$ cat src/rtl/output_row_mem_pkg.sv
// Shared definitions for the output row memory: port width, address map
// and the write-address classification used by the write decoder.
package output_row_mem_pkg;

  localparam int          MEM_PORT_WIDTH       = 64;
  localparam logic [31:0] OUTPUT_MAT_BASE_ADDR = 32'h0000_1000;
  localparam logic [31:0] MEM_ADDR_INCR        = 32'd8;

  typedef enum logic [1:0] {
    ADDR_OK,
    ADDR_BELOW,
    ADDR_MISALIGNED,
    ADDR_OOR
  } addr_chk_e;

  // Classify a write byte address against the output-matrix window.
  function automatic addr_chk_e check_addr(input logic [31:0] addr,
                                           input logic [31:0] rows);
    logic [31:0] off;
    off = addr - OUTPUT_MAT_BASE_ADDR;
    if (addr < OUTPUT_MAT_BASE_ADDR)          return ADDR_BELOW;
    if ((off % MEM_ADDR_INCR) != 32'd0)       return ADDR_MISALIGNED;
    if ((off / MEM_ADDR_INCR) >= rows)        return ADDR_OOR;
    return ADDR_OK;
  endfunction

endpackage

$ cat src/rtl/output_row_mem_latency_pipe.sv
// Fixed-depth (valid, payload) delay line; output is the last register.
module latency_pipe #(
  parameter int STAGES = 2,
  parameter int W      = 8
) (
  input  logic         clk,
  input  logic         rst_n,
  input  logic         in_vld,
  input  logic [W-1:0] in_data,
  output logic         out_vld,
  output logic [W-1:0] out_data
);

  logic [STAGES:0]        vld_pipe;
  logic [STAGES:0][W-1:0] dat_pipe;

  assign vld_pipe[0] = in_vld;
  assign dat_pipe[0] = in_data;

  // Shift valid and payload one stage per cycle; reset drops everything in flight.
  always_ff @(posedge clk) begin
    if (!rst_n) begin
      vld_pipe[STAGES:1] <= '0;
      dat_pipe[STAGES:1] <= '0;
    end else begin
      vld_pipe[STAGES:1] <= vld_pipe[STAGES-1:0];
      dat_pipe[STAGES:1] <= dat_pipe[STAGES-1:0];
    end
  end

  assign out_vld  = vld_pipe[STAGES];
  assign out_data = dat_pipe[STAGES];

endmodule

$ cat src/rtl/output_row_mem.sv
// Output matrix row store: latency-matched write commit path, pipelined
// host reads with write-first forwarding, row-written bitmap, sticky errors.
module output_row_mem
  import output_row_mem_pkg::*;
#(
  parameter int ROWS               = 4,
  parameter int COLS               = 4,
  parameter int WORD_SIZE          = 16,
  parameter int MEM_ACCESS_LATENCY = 2
) (
  input  logic                      clk,
  input  logic                      rst_n,
  input  logic                      mem_wr_en,
  input  logic [31:0]               mem_addr,
  input  logic [MEM_PORT_WIDTH-1:0] mem_data,
  input  logic                      rd_en,
  input  logic [$clog2(ROWS):0]     rd_row,
  output logic [MEM_PORT_WIDTH-1:0] rd_data,
  output logic                      rd_valid,
  input  logic                      clear,
  output logic [ROWS-1:0]           rows_written,
  output logic                      all_rows_done,
  output logic                      wr_err,
  output logic                      rd_err
);

  localparam int RIDX_W = (ROWS > 1) ? $clog2(ROWS) : 1;
  localparam int RD_W   = $clog2(ROWS) + 1;
  localparam logic [RD_W-1:0] ROWS_LIM = RD_W'(ROWS);

  // Element c of a row sits at bits [c*WORD_SIZE +: WORD_SIZE].
  typedef logic [COLS-1:0][WORD_SIZE-1:0] row_t;

  typedef struct packed {
    logic [RIDX_W-1:0] row;
    row_t              data;
  } wr_req_t;

  row_t [ROWS-1:0] mem;

  // ---------------- write path ----------------
  addr_chk_e   wr_chk;
  logic        wr_ok, wr_drop;
  wr_req_t     wr_in, wr_out;
  logic        wr_out_vld;
  logic [ROWS-1:0] commit_mask;

  assign wr_chk     = check_addr(mem_addr, 32'(ROWS));
  assign wr_ok      = mem_wr_en && (wr_chk == ADDR_OK);
  assign wr_drop    = mem_wr_en && (wr_chk != ADDR_OK);
  assign wr_in.row  = RIDX_W'((mem_addr - OUTPUT_MAT_BASE_ADDR) / MEM_ADDR_INCR);
  assign wr_in.data = mem_data;

  latency_pipe #(.STAGES(MEM_ACCESS_LATENCY), .W($bits(wr_req_t))) u_wr_pipe (
    .clk      (clk),
    .rst_n    (rst_n),
    .in_vld   (wr_ok),
    .in_data  (wr_in),
    .out_vld  (wr_out_vld),
    .out_data (wr_out)
  );

  // One-hot of the row committing this cycle (empty when no commit).
  always_comb begin
    commit_mask = '0;
    if (wr_out_vld) commit_mask[wr_out.row] = 1'b1;
  end

  // Commit the write leaving the pipe; reset zeroes the whole store.
  always_ff @(posedge clk) begin
    if (!rst_n)          mem <= '0;
    else if (wr_out_vld) mem[wr_out.row] <= wr_out.data;
  end

  // ---------------- read path ----------------
  logic                      rd_ok, rd_bad;
  logic [RIDX_W-1:0]         rd_idx;
  logic [MEM_PORT_WIDTH-1:0] rd_sample;

  assign rd_ok  = (rd_row < ROWS_LIM);
  assign rd_bad = rd_en && !rd_ok;
  assign rd_idx = rd_row[RIDX_W-1:0];

  // Sample storage at request time; a same-cycle commit to the row wins.
  // Anything not a valid in-range read carries zero so rd_data idles at zero.
  always_comb begin
    rd_sample = '0;
    if (rd_en && rd_ok)
      rd_sample = (wr_out_vld && (wr_out.row == rd_idx)) ? wr_out.data : mem[rd_idx];
  end

  latency_pipe #(.STAGES(MEM_ACCESS_LATENCY), .W(MEM_PORT_WIDTH)) u_rd_pipe (
    .clk      (clk),
    .rst_n    (rst_n),
    .in_vld   (rd_en),
    .in_data  (rd_sample),
    .out_vld  (rd_valid),
    .out_data (rd_data)
  );

  // ---------------- status ----------------
  // Bitmap and sticky errors; clear keeps a same-cycle commit and beats error sets.
  always_ff @(posedge clk) begin
    if (!rst_n) begin
      rows_written <= '0;
      wr_err       <= 1'b0;
      rd_err       <= 1'b0;
    end else if (clear) begin
      rows_written <= commit_mask;
      wr_err       <= 1'b0;
      rd_err       <= 1'b0;
    end else begin
      rows_written <= rows_written | commit_mask;
      wr_err       <= wr_err | wr_drop;
      rd_err       <= rd_err | rd_bad;
    end
  end

  assign all_rows_done = &rows_written;

endmodule
$ cat config.mk
export PLATFORM = sky130hd
export DESIGN_NAME = output_row_mem
export DESIGN_NICKNAME = d
export VERILOG_FILES = /design/src/rtl/output_row_mem_pkg.sv /design/src/rtl/output_row_mem_latency_pipe.sv /design/src/rtl/output_row_mem.sv
export SDC_FILE = /design/constraint.sdc
export NUM_CORES = 1
export LEC_CHECK = 0
export BUFFER_PORTS_ARGS = -buffer_cell sky130_fd_sc_hd__buf_2
export CAP_MARGIN = 10
export CORE_MARGIN = 1.5
export CORE_UTILIZATION = 40
export DETAILED_ROUTE_END_ITERATION = 10
export GPL_ROUTABILITY_DRIVEN = 0
export GPL_TIMING_DRIVEN = 0
export PLACE_DENSITY = 0.62
export SYNTH_ARGS = -nofsm -noshare
export SYNTH_HDL_FRONTEND = slang
export SYNTH_SLANG_ARGS = --single-unit
$ cat constraint.sdc
create_clock -name clk -period 4.39 [get_ports clk]
set_input_delay 0.878 -clock clk [delete_from_list [all_inputs] [get_ports clk]]
set_output_delay 0.878 -clock clk [all_outputs]
set_load 0.01 [all_outputs]
* Word level (Yosys, flattened, before mapping)
Index checks and enable logic that the tools add are counted.
Word-level totals: register bits 526
Cells by class: reductions and logical operators 13, multiplexer cells 22, magnitude comparators 6, bitwise logic cells 4, $add $sub $neg 1, equality and inequality tests 1
Operators with widths (count):
- 256-bit bitwise mux | 1
- 64-bit 2-to-1 mux | 3
- 64-bit binary-select mux with 2-bit select | 1
- 64-bit demux with 2-bit select | 1
- 32-bit by 13-bit less-than comparator with 1-bit output, second input constant | 1
- 32-bit nonzero test | 1
- 32-bit by 13-bit subtractor with 32-bit output, second input constant | 1
- 29-bit by 3-bit >= comparator with 1-bit output, second input constant | 1
- 2-bit 2-to-1 mux | 6
- 4-bit 2-to-1 mux | 2
- 1-bit 2-to-1 mux | 7
- 1-bit logical AND | 6
- 2-bit by 3-bit less-than comparator with 1-bit output, second input constant | 2
- 4-bit bitwise OR | 1
- 4-bit AND reduction | 1
- 3-bit less-than comparator, second input constant | 1
- 1-bit demux with 2-bit select | 1
- 2-bit == test | 1
- 2-bit by 1-bit >= comparator with 1-bit output, second input constant | 1
- 2-bit logical NOT | 1
- 1-bit bitwise OR | 2
- 2-bit AND reduction | 1
- 2-bit nonzero test | 1
- 2-bit OR reduction | 1
- 2 further kinds | 2

* Longest topological paths before layout
Gate-level depths: netlist of run 1.
depth after elaboration 12, mapped depth 7

* Cells and area by module
From an unflattened synthesis of run 1, not the netlist that was laid out.
Second synthesis, totals: cells, all modules 2193, area, all modules 20646.1 um^2
Modules (own cells, without submodules):
- output_row_mem | cells each 1507, area each 12480.7 um^2, sequential area each 5245.0 um^2, times used 1
- latency_pipe (u_wr_pipe) | cells each 348, area each 4130.2 um^2, sequential area each 2682.6 um^2, times used 1
- latency_pipe (u_rd_pipe) | cells each 338, area each 4035.1 um^2, sequential area each 2602.5 um^2, times used 1

* Least setup slack after synthesis of run 1
No wires, ideal clock.
path kind input port to flip-flop, start input port mem_addr[13], end register u_wr_pipe.vld_pipe[1], setup slack 1.618 ns, library setup time 0.078 ns, stages 7, buffers on the path 0, required time 4.312 ns, arrival 2.694 ns, cells stage by stage inv_1 ha_1 or3b_4 o41ai_1 nand3_1 or4_1 nor3_1
On the way: longest elaborated chain between the ends 10, elaborated cells on any way between the ends 13
RTL lines:
- start: declaration | RTL line output_row_mem.sv:14 | input logic [31:0] mem_addr,
- 32-bit by 13-bit subtractor with 32-bit output
- 29-bit by 3-bit >= comparator with 1-bit output | RTL line output_row_mem_pkg.sv:23 | if ((off / MEM_ADDR_INCR) >= rows) return ADDR_OOR;
- 1-bit 2-to-1 mux (2 in a row) | RTL line output_row_mem_pkg.sv:23
- 1-bit 2-to-1 mux | RTL line output_row_mem_pkg.sv:22 | if ((off % MEM_ADDR_INCR) != 32'd0) return ADDR_MISALIGNED;
- 2-bit 2-to-1 mux | RTL line output_row_mem_pkg.sv:24 | return ADDR_OK;
- 2-bit 2-to-1 mux | RTL line output_row_mem_pkg.sv:23
- 2-bit 2-to-1 mux * | RTL line output_row_mem_pkg.sv:22
- 2-bit logical NOT * | RTL line output_row_mem.sv:49 | assign wr_ok = mem_wr_en && (wr_chk == ADDR_OK);
- 1-bit logical AND * | RTL line output_row_mem.sv:49
- end signal: indexed assignment | RTL line output_row_mem_latency_pipe.sv:26 | vld_pipe[STAGES:1] <= vld_pipe[STAGES-1:0];
- end: declaration | RTL line output_row_mem_latency_pipe.sv:14 | logic [STAGES:0] vld_pipe;
Every way passes the cells marked *; elsewhere a longest branch is shown, timed or not. The select of a mux whose other input is x is not followed. A chain may end at the register's enable or synchronous reset.

* Worst setup path in the final report of run 1
Same ends and word-level chain as after synthesis.

==> results of run 1 <==
[critical path: stages]
cell and delay (ns):
buf_2 0.13, inv_1 0.10, ha_1 0.25, or3b_4 0.43
o41ai_1 0.47, nand3_1 0.13, or4_1 0.53, nor3_1 0.26
[area by class of cell]
class	count	share of cell area
Antenna cell	3	0.0003249
Buffer	206	0.04419
Clock buffer	70	0.06688
Clock inverter	31	0.01776
Inverter	5	0.0008123
Multi-Input combinational cell	1309	0.3430
Sequential cell	526	0.4558
Tap cell	615	0.03331
Timing Repair Buffer	175	0.03791
[power breakdown]
group	total (mW)	switching (mW)	internal [mW]	leakage [nW]
combinational	0.321	0.182	0.138	3.22
clock	4.95	1.93	3.02	0.952
sequential	4.88	0.0474	4.83	4.26
[cell usage in the layout (no fill, tap or decap), drive strengths merged, types with 2 or more instances in the layout]
| cell type | netlist | routed |
|---|---|---|
| xnor2 | 3 | 3 |
| inv | 5 | 6 |
| diode | 0 | 3 |
| nand2 | 646 | 646 |
| nand3 | 4 | 4 |
| a31o | 2 | 2 |
| ha | 3 | 3 |
| and3 | 2 | 2 |
| nor4 | 6 | 6 |
| bufinv | 0 | 9 |
| nor3 | 2 | 2 |
| nor2 | 6 | 6 |
| nor3b | 2 | 2 |
| and3b | 2 | 2 |
| nor2b | 3 | 3 |
| and2 | 199 | 199 |
| clkbuf | 124 | 194 |
| or2 | 2 | 2 |
| nand4 | 4 | 4 |
| mux4 | 64 | 64 |
| clkinvlp | 0 | 6 |
| nand2b | 5 | 5 |
| buf | 82 | 257 |
| o21ai | 3 | 3 |
| or4 | 4 | 4 |
| clkinv | 0 | 15 |
| or3b | 2 | 2 |
| or3 | 4 | 4 |
| dfxtp | 526 | 526 |
| a21boi | 262 | 262 |
| a21oi | 67 | 67 |
| nand4b | 2 | 2 |
[flip-flops by register name (all words and copies together) (netlist names)]
register	flops
mem	256
rd_err	1
rows_written	4
u_rd_pipe.dat_pipe	64
u_rd_pipe.out_data	64
u_rd_pipe.out_vld	1
u_rd_pipe.vld_pipe	1
u_wr_pipe.dat_pipe	66
u_wr_pipe.out_data	66
u_wr_pipe.out_vld	1
u_wr_pipe.vld_pipe	1
wr_err	1
[kinds of logic (layout without fill, tap and decap cells)]
family	Yosys count	in the layout	share of synthesized area
AO/OA/AOI/OAI	339	339	0.1220
other	0	3	0
multiplexers	65	65	0.07445
XOR/XNOR	3	3	0.001348
AND/OR/NAND/NOR	899	899	0.2068
adder cells (fa/ha/maj)	3	3	0.001926
buffers and inverters	211	487	0.05333
flip-flops	526	526	0.5401
[through the flow]
| step | area, sq um | std cells | utilization | hold slack (ns) | worst slack, ns |
|---|---|---|---|---|---|
| 5_1_grt | 23100 | 2939 | 0.4818 | 0.4406 | 1.520 |
| 6_report | 23100 | 2940 | 0.4819 | 0.4260 | 1.708 |
| 3_5_place_dp | 21140 | 2836 | 0.4409 | 0.4177 | 1.123 |
| 3_3_place_gp | 21140 | 2836 | 0.4409 | 0.4162 | 1.109 |
| 4_1_cts | 23100 | 2937 | 0.4817 | 0.4271 | 1.706 |
| 2_1_floorplan | 19490 | 2046 | - | 0.4119 | 1.618 |
[worst min-delay path by stage]
stage	start	to	slack, ns	cells past startpoint
finish	u_wr_pipe.dat_pipe[128]	u_wr_pipe.out_data[62]	0.43	1
global route	u_wr_pipe.dat_pipe[128]	u_wr_pipe.out_data[62]	0.44	1
CTS	u_wr_pipe.dat_pipe[128]	u_wr_pipe.out_data[62]	0.43	1
detailed placement	u_wr_pipe.dat_pipe[128]	u_wr_pipe.out_data[62]	0.42	1
global placement	u_rd_pipe.dat_pipe[105]	u_rd_pipe.out_data[41]	0.42	1
floorplan	u_rd_pipe.dat_pipe[64]	u_rd_pipe.out_data[0]	0.41	1
[layer usage]
layer  vias to the layer above  share of wire  GRT usage
met1                      7104           0.40     0.2579
li1                       7094              -          -
met3                       100          0.070    0.03174
met5                         -              0          0
met4                         0          0.025    0.07934
met2                       524           0.50     0.3764
==> impl_metrics.json, run 1 <==
{
  "via_per_inst": 5.041,
  "drc_errors": 0,
  "hp-class": "reg2reg",
  "nets": 2384,
  "synthCells": 2046,
  "endpoint": "u_wr_pipe.vld_pipe[1]",
  "drive_gt1_frac": 0.1779,
  "finalSetupViolCount": 0,
  "port_buffers": 175,
  "ys_ff_latch": 526,
  "drtAntennaViolNets": 0,
  "total_power_mw": 10.15,
  "endpoint_kind": "flip-flop",
  "cts-resized-gates": 0,
  "vias": 14820,
  "multi_input_area_sq_mm": 0.007925,
  "crit_arrival_ns": 3.16,
  "htree_levels": 2,
  "dieArea_sq_mm": 0.05007,
  "p_leak_nw": 8.441,
  "routed_wl_um": 53140,
  "synth_area_sq_mm": 0.01949,
  "synth.most_common_cell": "nand2_1",
  "grt_start_max_net_pins": 16,
  "clkSlewWorstSetupHoldPaths_ns": 0.06,
  "grt_pass1_wl_um": 81770,
  "area_growth_pct": 18.51,
  "hold_viol_final": 0,
  "synth_area_leaders": "dfxtp_1, nand2_1, a21boi_0",
  "overflow": 0,
  "ys_async_sr_fraction": 0,
  "postCtsSetupRepairBufs": 0,
  "synth_ff_type": "dfxtp_1",
  "first_global_vias": 14870,
  "path_class": "in2reg",
  "status": "completed",
  "num_rows": 80,
  "fin_crit_ns": 2.682,
  "ys_top_cells_by_count": "nand2_1, dfxtp_1, a21boi_0, and2_1, clkbuf_1",
  "worstReg2RegEnd": "u_rd_pipe.dat_pipe[80]",
  "start_util": 0.4066,
  "fmax_mhz": 372.9,
  "firstDrtPassIters": 5,
  "syn-num-nets": 2153,
  "wl_per_cell_um": 18.07,
  "tns_ns": 0,
  "yosysWarnings": 0,
  "synth_top_area_cell": "dfxtp_1",
  "fillers": 4459,
  "crit_path_max_fanout": 5,
  "seq_area_sq_mm": 0.01053,
  "drv_cap": 0,
  "clk-insertion-delay-late_ns": 0.59,
  "yosysUniqueCellTypes": 44,
  "synth_top_area_share": 0.5401,
  "drt_iter0_drc": 971,
  "cts_tree": "built",
  "slew_headroom": 0.3363,
  "worstMarginPinSlew_ns": 0.9955,
  "core_area_sq_mm": 0.04795,
  "crit_required_ns": 4.87,
  "cts-root-buf": "clkbuf_16",
  "reg2reg_depth": 7,
  "clk_path_buf_depth": 3,
  "cts_num_sinks": 526,
  "cts_buffers": 54,
  "postSynthAreaPerCell_sq_um": 9.528,
  "yosysSeqAreaShare": 0.5401,
  "grt_use_total": 0.2116,
  "ctsHoldBuffers": 0,
  "crit_start": "mem_addr[13]",
  "rsz0062_at_grt": "no",
  "cp-start-kind": "input pin",
  "ir_drop_mv": 0.3105,
  "fin_skew_ns": 0.01423,
  "power_density_mw_per_mm2": 439.2,
  "die_h_um": 223.8,
  "maxSlewViolCount": 0,
  "rr_startpoint": "u_wr_pipe.out_data[64]",
  "synth-edff-count": 0,
  "post-route-period-util": 0.6109,
  "r2r_slack_ns": 1.73,
  "die_w_um": 223.8,
  "dp_hpwl_um": 36900,
  "antenna_found_initial": 3,
  "ioPinCount": 176
}
Note: power is estimated with default switching activity, not from simulation.
==> run 2, diff against run 1 <==
PLACE_DENSITY = 0.65   (was 0.62)
clock period = 2.4 ns   (was 4.39 ns; I/O delays follow)
==> run 2 against run 1 <==
Critical path depth decreased by 2. Sequential share of layout area increased by 0.29 points. Clock power increased by 71%. Core utilization decreased by 0.30 points. Count of clock-buffer cells in the layout increased by 1. Critical path type is now reg2reg. Critical endpoint is now mem[125]. Largest cell class unchanged. Largest power group is now sequential cells. Highest routed layer unchanged.
==> impl_metrics.json, run 2 (synthesis gave the netlist of run 1 again) <==
{
  "via_per_inst": 4.999,
  "grt_start_max_net_pins": 15,
  "cts-root-buf": "clkbuf_16",
  "r2r_slack_ns": 0.10,
  "start_util": 0.4066,
  "mostFrequentLayoutCell": "nand2_1",
  "firstDrtPassIters": 6,
  "maxSlewViolCount": 0,
  "min_to": "u_wr_pipe.dat_pipe[126]",
  "grt_use_total": 0.2047,
  "clk-insertion-delay-late_ns": 0.59,
  "fin_skew_ns": 0.01635,
  "post-route-period-util": 0.9581,
  "total_power_mw": 17.96,
  "cp-start-kind": "flip-flop",
  "ctsHoldBuffers": 0,
  "regMostFlops": "mem",
  "first_global_vias": 14890,
  "clkSlewWorstSetupHoldPaths_ns": 0.06,
  "status": "completed",
  "die_w_um": 223.8,
  "place_ws_ns": -0.4478,
  "drc_errors": 0,
  "path_class": "reg2reg",
  "fin_crit_ns": 2.299,
  "wl_per_cell_um": 17.45,
  "cts_tree": "built",
  "num_rows": 80,
  "die_h_um": 223.8,
  "nets": 2379,
  "hold_viol_final": 0,
  "reg2reg_depth": 6,
  "cts_num_sinks": 526,
  "crit_required_ns": 2.91,
  "fmax_mhz": 434.9,
  "hold_ws_ns": 0.09558,
  "crit_path_max_fanout": 10,
  "grt_use_met3": 0.03292,
  "rr_startpoint": "u_wr_pipe.out_data[64]",
  "mostFrequentLayoutCells": "nand2_1, dfxtp_1, a21boi_0, and2_1, buf_2",
  "port_buffers": 175,
  "core_area_sq_mm": 0.04795,
  "final_util": 0.4788,
  "drive_gt1_frac": 0.1838,
  "slew_headroom": 0.2863,
  "endpoint_kind": "flip-flop",
  "drv_cap": 0,
  "grt_pass1_wl_um": 79820,
  "largest_reg_flops": 256,
  "hold_depth": 2,
  "overflow": 0,
  "hp-class": "in2reg",
  "dieArea_sq_mm": 0.05007,
  "min_from": "mem_data[60]",
  "p_leak_nw": 8.437,
  "worstMarginPinSlew_ns": 1.070,
  "tns_ns": 0,
  "crit_arrival_ns": 2.81,
  "finalSetupViolCount": 0,
  "power_density_mw_per_mm2": 782.3,
  "layout_setup_ws_ns": 0.1006,
  "drtAntennaViolNets": 0,
  "crit_start": "u_wr_pipe.out_data[64]",
  "rsz0062_at_grt": "yes",
  "grtUsageMet2": 0.3545,
  "ir_drop_mv": 0.4582,
  "antenna_found_initial": 4,
  "routed_wl_um": 51080,
  "drt_iter0_drc": 1054,
  "met1_usage": 0.2498,
  "worstReg2RegEnd": "mem[125]",
  "dp_hpwl_um": 35910,
  "clk_path_buf_depth": 3,
  "cts_buffers": 52,
  "ioPinCount": 176,
  "busiest_layer": "met2",
  "htree_levels": 2,
  "vias": 14640,
  "area_growth_pct": 17.77
}
run 2: cell types whose count changed in the layout (fill, tap and decap cells not counted), moves of 3 or more:
cell | previous run | this run
clkbuf_16 | 57 | 53
buf_1 | 12 | 9
clkbuf_2 | 0 | 16
bufinv_16 | 9 | 6
clkbuf_8 | 7 | 13
clkinvlp_4 | 6 | 1
clkbuf_1 | 130 | 113
run 2: worst max path at each step:
stage | end | slack (ns) | cells past startpoint
detailed placement | u_wr_pipe.vld_pipe[1] | -0.45 | 8
CTS | mem[174] | 0.02 | 6
floorplan | u_wr_pipe.vld_pipe[1] | 0.03 | 7
global route | mem[231] | -0.01 | 6
finish | mem[125] | 0.10 | 6
global placement | u_wr_pipe.vld_pipe[1] | -0.43 | 8
run 2: layout make-up:
class,instances,area (sq um)
Multi-Input combinational cell,1309,7929
Clock inverter,23,279.0
Antenna cell,1,2.502
Timing Repair Buffer,175,875.8
Buffer,203,1030
Inverter,5,18.77
Sequential cell,526,10530
Tap cell,615,769.5
Clock buffer,71,1524
Fill cell,4467,24990
run 2: per-layer routing:
| layer | vias to the layer above | wire, um |
|---|---|---|
| li1 | 7075 | - |
| met1 | 6951 | 21310 |
| met2 | 485 | 24660 |
| met3 | 126 | 3116 |
| met4 | 0 | 1992 |
| met5 | - | 0 |
run 2: repair_timing:
item | in CTS | in global routing
resized for setup | 1 | 29
buffers inserted | 0 | 0
setup endpoints to repair | 21 | 141
run 2: worst max-delay path, cell delays in order (launching register included):
cell and delay (ns):
dfxtp_1 0.31, clkbuf_1 0.36, and3b_1 0.22, clkbuf_1 0.50, clkbuf_1 0.55, nand2_1 0.10, a21boi_0 0.17
run 2: power breakdown:
group	switching [mW]	internal [mW]	leakage [nW]
registers	0.0861	8.84	4.26
clock network	3.38	5.08	0.901
logic	0.328	0.253	3.27
run 2: metrics by stage:
| stage | instance area [sq um] | std cells |
|---|---|---|
| 2_1_floorplan | 19490 | 2046 |
| 3_3_place_gp | 21140 | 2836 |
| 3_5_place_dp | 21140 | 2836 |
| 4_1_cts | 22940 | 2929 |
| 5_1_grt | 22960 | 2928 |
| 6_report | 22960 | 2928 |
